==> src/rtl/cpu_run_ctrl.sv <==
// Run/step/breakpoint sequencer: issues one-cycle clock enables to the core in free-run,
// single-step or paused modes, and halts when the PC hits a breakpoint.
module cpu_run_ctrl #(
    parameter int RATE_DIV        = 50_000_000,
    parameter int DEBOUNCE_CYCLES = 1_000_000
) (
    input  logic        clk,
    input  logic        rst,
    input  logic        run_sw,
    input  logic        step_btn,
    input  logic        bp_en,
    input  logic [31:0] bp_addr,
    input  logic [31:0] pc,
    output logic        cpu_en,
    output logic [1:0]  state,
    output logic        halted,
    output logic [31:0] cycle_cnt
);
    localparam int RW = $clog2(RATE_DIV);
    localparam int DW = $clog2(DEBOUNCE_CYCLES);
    localparam logic [RW-1:0] RATE_LAST = RW'(RATE_DIV - 1);
    localparam logic [DW-1:0] DEB_LAST  = DW'(DEBOUNCE_CYCLES - 1);

    typedef enum logic [1:0] {
        S_PAUSE = 2'b00,
        S_RUN   = 2'b01,
        S_STEP  = 2'b10,
        S_BREAK = 2'b11
    } state_t;

    state_t          state_q, state_n;
    logic            run_sync_p0, run_sync_p1;
    logic            btn_sync_p0, btn_sync_p1, btn_sync_p2;
    logic [DW-1:0]   deb_cnt;
    logic            deb_level;
    logic            step_req;
    logic [RW-1:0]   rate_cnt;
    logic            tick;
    logic            armed, armed_n;
    logic            issue;
    logic            rate_clr;

    // Input synchronisers; btn_sync_p2 is only the previous synced sample for change detection
    always_ff @(posedge clk or posedge rst) begin
        if (rst) begin
            run_sync_p0 <= 1'b0;
            run_sync_p1 <= 1'b0;
            btn_sync_p0 <= 1'b0;
            btn_sync_p1 <= 1'b0;
            btn_sync_p2 <= 1'b0;
        end else begin
            run_sync_p0 <= run_sw;
            run_sync_p1 <= run_sync_p0;
            btn_sync_p0 <= step_btn;
            btn_sync_p1 <= btn_sync_p0;
            btn_sync_p2 <= btn_sync_p1;
        end
    end

    // Debouncer: accept a new level only after it has held for the full window
    always_ff @(posedge clk or posedge rst) begin
        if (rst) begin
            deb_cnt   <= '0;
            deb_level <= 1'b0;
            step_req  <= 1'b0;
        end else begin
            step_req <= 1'b0;
            if (btn_sync_p1 != btn_sync_p2) begin
                deb_cnt <= '0;
            end else if (deb_cnt != DEB_LAST) begin
                deb_cnt <= deb_cnt + 1'b1;
            end else if (btn_sync_p2 != deb_level) begin
                deb_level <= btn_sync_p2;
                step_req  <= btn_sync_p2;
            end
        end
    end

    assign tick = (state_q == S_RUN) && (rate_cnt == RATE_LAST);

    always_comb begin
        state_n  = state_q;
        armed_n  = armed;
        issue    = 1'b0;
        rate_clr = 1'b0;
        case (state_q)
            S_PAUSE: begin
                if (run_sync_p1) begin
                    state_n  = S_RUN;
                    armed_n  = 1'b0;
                    rate_clr = 1'b1;
                end else if (step_req) begin
                    state_n = S_STEP;
                end
            end
            S_RUN: begin
                if (!run_sync_p1) begin
                    state_n = S_PAUSE;
                end else if (tick) begin
                    if (armed && bp_en && (pc == bp_addr)) begin
                        state_n = S_BREAK;
                    end else begin
                        issue   = 1'b1;
                        armed_n = 1'b1;
                    end
                end
            end
            S_STEP: begin
                issue   = 1'b1;
                state_n = S_PAUSE;
            end
            S_BREAK: begin
                if (step_req) begin
                    state_n = S_STEP;
                end else if (!run_sync_p1) begin
                    state_n = S_PAUSE;
                end
            end
            default: state_n = S_PAUSE;
        endcase
    end

    // Decision registers: enable pulse lands one cycle after the decision
    always_ff @(posedge clk or posedge rst) begin
        if (rst) begin
            state_q   <= S_PAUSE;
            halted    <= 1'b0;
            armed     <= 1'b0;
            cpu_en    <= 1'b0;
            cycle_cnt <= '0;
            rate_cnt  <= '0;
        end else begin
            state_q <= state_n;
            halted  <= (state_n == S_BREAK);
            armed   <= armed_n;
            cpu_en  <= issue;
            if (issue && (cycle_cnt != 32'hFFFF_FFFF)) begin
                cycle_cnt <= cycle_cnt + 32'd1;
            end
            if (rate_clr) begin
                rate_cnt <= '0;
            end else if (state_q == S_RUN) begin
                rate_cnt <= tick ? '0 : rate_cnt + 1'b1;
            end
        end
    end

    assign state = state_q;

endmodule

==> config.mk <==
export PLATFORM = sky130hd
export DESIGN_NAME = cpu_run_ctrl
export DESIGN_NICKNAME = d
export VERILOG_FILES = /design/src/rtl/cpu_run_ctrl.sv
export SDC_FILE = /design/constraint.sdc
export NUM_CORES = 1
export LEC_CHECK = 0
export CORE_MARGIN = 5
export CORE_UTILIZATION = 25
export DETAILED_ROUTE_END_ITERATION = 8
export HOLD_SLACK_MARGIN = 0.05
export PLACE_DENSITY_LB_ADDON = 0.12
export SLEW_MARGIN = 20
export SYNTH_ARGS = -nofsm -noshare
export SYNTH_HDL_FRONTEND = slang
export SYNTH_SLANG_ARGS = --single-unit
export TNS_END_PERCENT = 10
==> constraint.sdc <==
create_clock -name clk -period 3.27 [get_ports clk]
set_clock_uncertainty 0.2 [all_clocks]
set_input_delay 0.981 -clock clk [delete_from_list [all_inputs] [get_ports clk]]
set_output_delay 0.981 -clock clk [all_outputs]
set_load 0.005 [all_outputs]
==> out/results.ini, run 1 <==
[synth]
synth_edf_count=0
synthCells=533
ys_warn_count=0
ys_ff_latch=90
netlist_top_cells_area=dfrtp_1, xor2_1, xnor2_1
synth_nets=610
synth.avg_cell_area_um2=9.48
yosysSeqAreaShare=0.446
syn-cell-area_um2=5050
synth-main-ff-cell=dfrtp_1
yosysTopAreaCellShare=0.446
synthArstFlopShare=1.00
ys_types=49
synth_top_area_cell=dfrtp_1

[critical_path]
critPathMaxStageDelay_ns=0.53
cpMaxStageDelayCell=or4b_4
cpMostUsedCell=or4b_4
crit_arrival_ns=3.32
crit_type=in2reg
worstPathCellList=clkdlybuf4s50_1 > xor2_1 > nor2_1 > or4b_4 > nor4_2 > nand4_1 > or4b_4 > a21oi_1
worstSetupStartpointType=input port
crit_path_end_kind=register
critPathMaxFanout=3
crit_required_ns=3.34

[finish]
nNetsFinal=739
drive_above_1_share=0.109
final_cells=937
syn2layout_area_growth_pct=38.3
n_antenna_cell=0

[power_and_ir_drop]
power-per-cell-area_nw_per_um2=452
finalPower_mw=3.16
p_leak_nw=2.66
peakVddDrop_uv=239

[job]
max_cap_viol_count=0

[sta]
setup-tns-final_ns=0
tightestPinTransition_ns=0.926
min_period_over_period=0.993
setup_viol=0
final_hold_viol_count=0
final_max_slew_viol_count=0
layout_setup_ws_ns=0.0213
layout_min_cycle_time_ns=3.25
fin_hold_ws_ns=0.157
max_clock_freq_ghz=0.308
max-slew-margin-rel=0.382
rsz0062_at_grt=true

[clock_tree]
path_clk_slew_ns=0.07
cts_setup_buffers=0
clockBufferDepth=2
cts_made_buffers=9
clk_latency_ns=0.34
clkSinkCount=90
htreeDepth=3
cts-root-buf=clkbuf_16
cts_tree=yes

[global_routing]
grt_pass1_wl_um=23900
grt-ovfl-total=0
track_usage=0.125
antenna_found_initial=0
grt_max_degree=91
grt_pass1_vias=4569

[floorplanning]
pin_count=105
die_area_um2=23200
fp.dieW_um=152
rows=52
initial_utilization=0.252
die_h_um=152
core_area_um2=20000

[detailed_routing]
routed-via-count=4257
wl_um=14000
postRouteAntennaNets=0
drt_first_pass_iters=4
drt_iter0_drc=132
drc=0
wl_per_cell_um=15.0
via_per_inst=4.54

[placement]
dp_cells=921
gp_congestion=0.764
place_ws_ns=-0.468
portBuffers=104
hpwl_um=10600

[min_path]
hold_class=reg2reg

[run_status]
status=complete, no violations

[timing repair]
| action | 4_1_cts | 5_1_grt |
|---|---|---|
| setup endpoints to repair | 28 | 33 |
| resized for setup | 3 | 3 |
| endpoints found under the hold margin | 0 | 0 |
| pin swaps | 2 | 0 |
| hold buffers | 0 | 0 |
[cell families (layout without fill, tap and decap cells)]
group	Yosys count	in the layout	synth area share
compound gates	38	38	0.0438
xor+xnor	92	92	0.159
fa+ha+maj	8	8	0.0198
buf+inv	33	167	0.0292
flops	90	90	0.446
mux	4	4	0.00867
simple gates	268	268	0.293
[worst paths after layout]
path	start	slack [ns]	to	cells after the start
worst max register to register	state[1]	0.32	cycle_cnt[21]	10
worst max-delay path	bp_addr[23]	0.02	halted	8
worst min register to register	run_sync_p0	0.16	run_sync_p1	0
worst min-delay path	run_sync_p0	0.16	run_sync_p1	0
min in group asynchronous	rst	0.92	rate_cnt[16]	3
max in group asynchronous	rst	1.56	run_sync_p0	3
[Yosys cell counts, types with 2 or more instances]
cell	n
dfrtp_1	90
nor2_1	60
xor2_1	51
nand2_1	42
xnor2_1	41
nand3_1	31
nand4_1	30
inv_1	19
nor3_1	19
nor4_1	16
o21ai_0	15
a21oi_1	13
nor2b_1	12
and3_1	10
clkbuf_1	8
ha_1	8
and4_1	6
or2_2	6
nor4_2	5
buf_2	4
nor4b_1	4
or3_1	4
or4_1	4
and2_1	3
mux2_2	3
nor3b_1	3
a21o_1	2
nand4b_1	2
or4b_1	2
[report_power, final]
group          switching (mW)  internal [mW]
Sequential             0.0719           1.17
Combinational           0.404          0.374
Clock                   0.461          0.675
[layer usage]
metal | global-route usage | wire (um)
met1 | 0.153 | 6220
met2 | 0.219 | 7120
met3 | 0.0341 | 424
met4 | 0.0330 | 263
met5 | 0 | 0
[metrics by stage]
| step | cell area, um2 | util |
|---|---|---|
| finish | 6990 | 0.349 |
| global route | 6990 | 0.349 |
| CTS | 6970 | 0.348 |
| detailed placement | 6630 | 0.331 |
| global placement | 6630 | 0.331 |
| floorplan | 5060 | - |
[cell type report]
type / count / area, um2
Tap cell: 270 / 338
Fill cell: 2083 / 13100
Inverter: 19 / 75.1
Sequential cell: 90 / 2250
Clock inverter: 7 / 98.8
Clock buffer: 9 / 225
Timing Repair Buffer: 132 / 1300
Multi-Input combinational cell: 410 / 2700
[sequential cells by signal, summed over array words and instances (netlist names)]
signal,count
step_req,1
armed,1
deb_level,1
rate_cnt,26
halted,1
btn_sync_p2,1
btn_sync_p0,1
deb_cnt,20
btn_sync_p1,1
run_sync_p0,1
cpu_en,1
state,2
cycle_cnt,32
run_sync_p1,1
[placed cells by master (no fill, tap or decap), types with 3 or more instances in the layout]
cell / n
clkdlybuf4s50_1: 104
dfrtp_1: 90
nor2_1: 59
xor2_1: 50
nand2_1: 42
xnor2_1: 41
nand3_1: 31
nand4_1: 30
buf_4: 24
nor3_1: 19
inv_1: 18
o21ai_0: 15
nor4_1: 14
a21oi_1: 13
nor2b_1: 12
and3_1: 10
clkbuf_16: 9
ha_1: 8
and4_1: 6
nor4_2: 6
or2_2: 6
nor4b_1: 4
or4_1: 4
or3_1: 4
buf_12: 4
and2_1: 3
mux2_2: 3
nor3b_1: 3
[critical path, delay by kind of cell]
family | cells | cell delay [ns]
simple gates | 5 | 1.64
buf+inv | 1 | 0.41
xor+xnor | 1 | 0.16
compound gates | 1 | 0.14
No activity file was read; power rests on OpenSTA's default activity.
==> run 2, diff against run 1 <==
--- a/config.mk
+++ b/config.mk
@@ -8,6 +8,7 @@
 export CORE_MARGIN = 5
 export CORE_UTILIZATION = 25
 export DETAILED_ROUTE_END_ITERATION = 8
+export GPL_TIMING_DRIVEN = 0
 export HOLD_SLACK_MARGIN = 0.05
 export PLACE_DENSITY_LB_ADDON = 0.12
 export SLEW_MARGIN = 20
==> out/results.ini, run 2 (synthesized netlist as in run 1, its figures left out) <==
[critical_path]
crit_required_ns=3.31  ; -0.03 ns
cpMaxStageDelayCell=o31ai_1
critPathMaxFanout=6  ; +3
r2r_cells=8  ; -2
worstPathCellList=clkdlybuf4s50_1 > nor2b_1 > nor4_2 > nand4b_1 > nor4_4 > o31ai_1 > nand4_1 > mux2_2
crit_path_end_kind=register
worstSetupStartpointType=input port
startpoint=bp_addr[5]
crit_arrival_ns=3.25  ; -0.07 ns
cp.depth=8  ; unchanged
r2r-end=cycle_cnt[30]
r2r_slack_ns=0.10  ; -0.22 ns
crit_buf_inv=1  ; unchanged
endpoint=cycle_cnt[30]
critPathMaxStageDelay_ns=0.73  ; +0.20 ns
r2r_start=state[1]
crit_type=in2reg
cp_top_family=simple AND/OR/NAND/NOR gates

[finish]
syn2layout_area_growth_pct=36.3
finalInstanceArea_um2=6890  ; -1.5%
largestRegisters=cycle_cnt: 32 flops, rate_cnt: 26 flops, deb_cnt: 20 flops
drive_above_1_share=0.0848  ; -0.0246
n_antenna_cell=0  ; unchanged
regMostFlops=cycle_cnt
nFillCells=2126  ; +2.1%
most-common-layout-cells=clkdlybuf4s50_1, dfrtp_1, nor2_1, xor2_1, nand2_1
final_cells=930  ; -0.75%
final_core_util=0.344  ; -0.00506
final_common_cell=clkdlybuf4s50_1
nNetsFinal=732  ; -0.95%
largest_reg_flops=32  ; unchanged

[clock_tree]
path_clk_slew_ns=0.07  ; about the same
clkSinkCount=90  ; unchanged
cts_hold_buf=0  ; unchanged
clk_latency_ns=0.35  ; about the same
cts_made_buffers=9  ; unchanged
cts-root-buf=clkbuf_16
clockBufferDepth=2  ; unchanged
cts_tree=yes
htreeDepth=3  ; unchanged

[placement]
portBuffers=104  ; unchanged
placed_area_um2=6500  ; -2.0%
hpwl_um=10800  ; +1.9%
gp_congestion=0.752  ; -1.6%
dp_cells=910  ; -1.2%

[detailed_routing]
drc=0  ; unchanged
drt_iter0_drc=138  ; +4.5%
wl_um=13900  ; -1.2%
routed-via-count=4203  ; -1.3%
drt_first_pass_iters=4  ; unchanged
wl_per_cell_um=14.9  ; -0.48%
postRouteAntennaNets=0  ; unchanged
via_per_inst=4.52  ; -0.53%

[global_routing]
grt_pass1_wl_um=22700  ; -5.1%
track_usage=0.121  ; -0.00444
antenna_found_initial=0  ; unchanged
grt_pass1_vias=4212  ; -7.8%
grt_max_degree=27  ; -70%
grt-ovfl-total=0  ; unchanged

[floorplanning]
die_h_um=152  ; unchanged
rows=52  ; unchanged
die_area_um2=23200  ; unchanged
core_area_um2=20000  ; unchanged
initial_utilization=0.252  ; unchanged
pin_count=105  ; unchanged
fp.dieW_um=152  ; unchanged

[power_and_ir_drop]
p_leak_nw=2.58  ; -2.9%
finalPower_mw=3.07  ; -2.8%
power-per-cell-area_nw_per_um2=446  ; -1.4%
peakVddDrop_uv=248  ; +4.0%

[min_path]
hold_class=reg2reg
min_from=btn_sync_p0

[sta]
max-slew-margin-rel=0.430  ; +0.0484
final_hold_viol_count=0  ; unchanged
fin_hold_ws_ns=0.150  ; -0.00697 ns
max_clock_freq_ghz=0.312  ; +1.4%
layout_min_cycle_time_ns=3.20  ; -0.0442 ns
tightestPinTransition_ns=0.847  ; -0.0791 ns
final_max_slew_viol_count=0  ; unchanged
min_period_over_period=0.980  ; -0.0135
setup_viol=0  ; unchanged
rsz0062_at_grt=true

[job]
max_cap_viol_count=0  ; unchanged

[run_status]
status=complete, no violations

[run 2: stage by stage]
step / setup slack, ns / TNS, ns
2_1_floorplan: 0.280 / 0
3_3_place_gp: -0.620 / -24.24
3_5_place_dp: -0.653 / -17.48
4_1_cts: 0.0472 / 0
5_1_grt: -0.120 / -0.419
6_report: 0.0655 / 0
[run 2: worst register-to-register path, cell delays in order, from the launching register on]
cell and delay [ns]:
dfrtp_1 0.44, inv_1 0.10, ha_1 0.13, buf_2 0.20, nand2_1 0.15, or4_4 0.59
o31ai_1 0.74, nand4_1 0.20, mux2_2 0.30
[run 2: worst min-delay path by stage]
| stage | slack, ns | cells after the start | end |
|---|---|---|---|
| 3_5_place_dp | 0.14 | 0 | btn_sync_p1 |
| 4_1_cts | 0.15 | 0 | btn_sync_p1 |
| 3_3_place_gp | 0.13 | 0 | run_sync_p1 |
| 5_1_grt | 0.15 | 0 | btn_sync_p1 |
| 2_1_floorplan | 0.13 | 0 | btn_sync_p1 |
| 6_report | 0.15 | 0 | btn_sync_p1 |
[run 2: repair_timing]
action / 4_1_cts / 5_1_grt
pin swaps: 4 / 4
setup buffers: 4 / 0
endpoints found under the setup margin: 28 / 23
gates resized for setup: 6 / 4
[run 2: layout make-up]
| type | instances | area [um2] | share of cell area |
|---|---|---|---|
| buffer | 14 | 91.3 | 0.0133 |
| inverter | 19 | 75.1 | 0.0109 |
| timing repair buffer | 111 | 1130 | 0.164 |
| tap | 270 | 338 | 0.0491 |
| clock inverter | 6 | 71.3 | 0.0104 |
| clock buffer | 10 | 239 | 0.0347 |
| sequential | 90 | 2250 | 0.327 |
| multi-input combinational | 410 | 2690 | 0.390 |
[run 2: power breakdown]
group | internal, mW | total (mW) | switching, mW
combinational | 0.341 | 0.730 | 0.389
sequential | 1.17 | 1.25 | 0.0707
clock | 0.621 | 1.10 | 0.476
total | 2.14 | 3.07 | 0.936
[run 2: routing by layer]
layer	global-route usage	vias to the layer above	wire length [um]
met3	0.0364	16	473
li1	-	2113	-
met4	0.0325	0	227
met1	0.152	2021	6210
met5	0	-	0
met2	0.203	53	6950
==> run 3, diff against run 2 <==
--- a/config.mk
+++ b/config.mk
@@ -5,12 +5,15 @@
 export SDC_FILE = /design/constraint.sdc
 export NUM_CORES = 1
 export LEC_CHECK = 0
+export CORE_ASPECT_RATIO = 2
 export CORE_MARGIN = 5
 export CORE_UTILIZATION = 25
+export CTS_CLUSTER_SIZE = 10
 export DETAILED_ROUTE_END_ITERATION = 8
 export GPL_TIMING_DRIVEN = 0
 export HOLD_SLACK_MARGIN = 0.05
 export PLACE_DENSITY_LB_ADDON = 0.12
+export REMOVE_ABC_BUFFERS = 1
 export SLEW_MARGIN = 20
 export SYNTH_ARGS = -nofsm -noshare
 export SYNTH_HDL_FRONTEND = slang
==> out/results.ini, run 3 (synthesized netlist as in run 1, its figures left out) <==
[placement]
portBuffers=104  ; unchanged
placed_area_um2=6410  ; -1.3%
gp_congestion=0.823  ; +9.5%
place_ws_ns=-1.49  ; -0.835 ns
dp_cells=888  ; -2.4%
hpwl_um=11000  ; +1.8%

[detailed_routing]
drt_first_pass_iters=4  ; unchanged
wl_um=14800  ; +6.6%
postRouteAntennaNets=0  ; unchanged
routed-via-count=4337  ; +3.2%
drc=0  ; unchanged
drt_iter0_drc=152  ; +10%
wl_per_cell_um=16.2  ; +8.6%
via_per_inst=4.75  ; +5.1%

[critical_path]
crit_required_ns=3.34  ; +0.03 ns
worstSetupStartpointType=input port
crit_arrival_ns=3.29  ; +0.04 ns
critPathMaxStageDelay_ns=0.56  ; -0.17 ns
crit_type=in2reg
cpMaxStageDelayCell=or4b_4
critPathMaxFanout=3  ; -3
worstPathCellList=clkdlybuf4s50_1 > xor2_1 > nor2_1 > or4b_1 > nor4_2 > nand4_1 > or4b_4 > a21oi_1
crit_path_end_kind=register

[floorplanning]
fp.dieW_um=111  ; -27%
rows=73  ; +40%
initial_utilization=0.254  ; +0.00162
core_area_um2=19900  ; -0.64%
die_h_um=211  ; +39%
die_area_um2=23300  ; +0.75%
pin_count=105  ; unchanged

[clock_tree]
path_clk_slew_ns=0.07  ; about the same
cts-root-buf=clkbuf_16
clockBufferDepth=2  ; unchanged
cts_made_buffers=9  ; unchanged
clk_latency_ns=0.35  ; about the same
cts_tree=yes
htreeDepth=3  ; unchanged
cts_hold_buf=0  ; unchanged
clkSinkCount=90  ; unchanged

[finish]
largest_reg_flops=32  ; unchanged
final_core_util=0.346  ; +0.00227
final_common_cell=clkdlybuf4s50_1
finalInstanceArea_um2=6890  ; about the same
regMostFlops=cycle_cnt
seqCellArea_um2=2250  ; unchanged
drive_above_1_share=0.0891  ; +0.00425
nFillCells=2129  ; +0.14%
final_cells=913  ; -1.8%
n_antenna_cell=0  ; unchanged
largestRegisters=cycle_cnt: 32 flops, rate_cnt: 26 flops, deb_cnt: 20 flops
nNetsFinal=724  ; -1.1%
multi_input_area_um2=2760  ; +2.7%
syn2layout_area_growth_pct=36.3  ; about the same
most-common-layout-cells=clkdlybuf4s50_1, dfrtp_1, nor2_1, xor2_1, nand2_1

[power_and_ir_drop]
finalPower_mw=3.12  ; +1.4%
power-per-cell-area_nw_per_um2=452  ; +1.4%
p_leak_nw=2.58  ; about the same
peakVddDrop_uv=268  ; +7.9%

[sta]
final_hold_viol_count=0  ; unchanged
tightestPinTransition_ns=0.810  ; -0.0375 ns
layout_min_cycle_time_ns=3.22  ; +0.0183 ns
rsz0062_at_grt=true
final_max_slew_viol_count=0  ; unchanged
max-slew-margin-rel=0.456  ; +0.0257
layout_setup_ws_ns=0.0472  ; -0.0183 ns
setup_viol=0  ; unchanged
max_clock_freq_ghz=0.310  ; -0.57%
min_period_over_period=0.986  ; +0.00560

[global_routing]
grt_pass1_vias=4621  ; +9.7%
track_usage=0.130  ; +0.00909
grt-ovfl-total=0  ; unchanged
grt_max_degree=64  ; +140%
antenna_found_initial=0  ; unchanged
grt_pass1_wl_um=24600  ; +8.4%

[min_path]
hold_class=reg2reg

[run_status]
status=complete, no violations

[job]
max_cap_viol_count=0  ; unchanged

## run 3: changes by cell type in the layout (fill, tap and decap cells not counted), sizes merged
cell / delta
clkbuf: -7
clkinvlp: -2
a31o: +2
clkdlybuf4s50: -2
bufinv: +1
dlygate4sd2: +2
clkinv: -1
buf: -2
## run 3: path summary, 6_finish.rpt
path	slack (ns)	endpoint	from	depth (start not counted)
max	0.05	halted	bp_addr[23]	8
min	0.15	btn_sync_p1	btn_sync_p0	0
max reg2reg	0.19	cycle_cnt[24]	state[1]	9
min reg2reg	0.15	btn_sync_p1	btn_sync_p0	0
max in group asynchronous	1.48	cycle_cnt[1]	rst	3
min in group asynchronous	0.77	deb_cnt[7]	rst	2
## run 3: through the flow
stage	TNS, ns	hold slack (ns)
2_1_floorplan	-22.18	0.131
3_3_place_gp	-208.73	0.134
3_5_place_dp	-40.52	0.135
4_1_cts	0	0.150
5_1_grt	-0.0111	0.165
6_report	0	0.149
## run 3: power by group
group / internal, mW / leakage, nW / total [mW] / switching, mW
clock network: 0.669 / 0.146 / 1.11 / 0.442
registers: 1.18 / 1.14 / 1.25 / 0.0753
logic: 0.347 / 1.30 / 0.755 / 0.408
## run 3: area by class of cell
| cell class | instances | share of cell area |
|---|---|---|
| inverter | 19 | 0.0111 |
| clock inverter | 4 | 0.0111 |
| tap | 262 | 0.0476 |
| timing repair buffer | 115 | 0.169 |
| multi-input combinational | 412 | 0.401 |
| clock buffer | 11 | 0.0338 |
| sequential | 90 | 0.327 |
## run 3: routing by layer
metal,global-route usage,wire (um),up-vias
met5,0,0,-
met4,0.0553,356,0
met3,0.0235,517,20
met2,0.244,8060,109
met1,0.142,5850,2111
li1,-,-,2097
## run 3: what timing repair did
action,in CTS,in global routing
setup endpoints to repair,36,27
resized for setup,12,3
pin swaps,6,3
cloned,2,0
buffers inserted,6,2
## run 3: critical path, delay by kind of cell
| kind | cells | cell delay (ns) |
|---|---|---|
| and+or+nand+nor | 5 | 1.60 |
| AOI/OAI and AO/OA | 1 | 0.14 |
| buffers and inverters | 1 | 0.41 |
| xor gates and xnor gates | 1 | 0.16 |
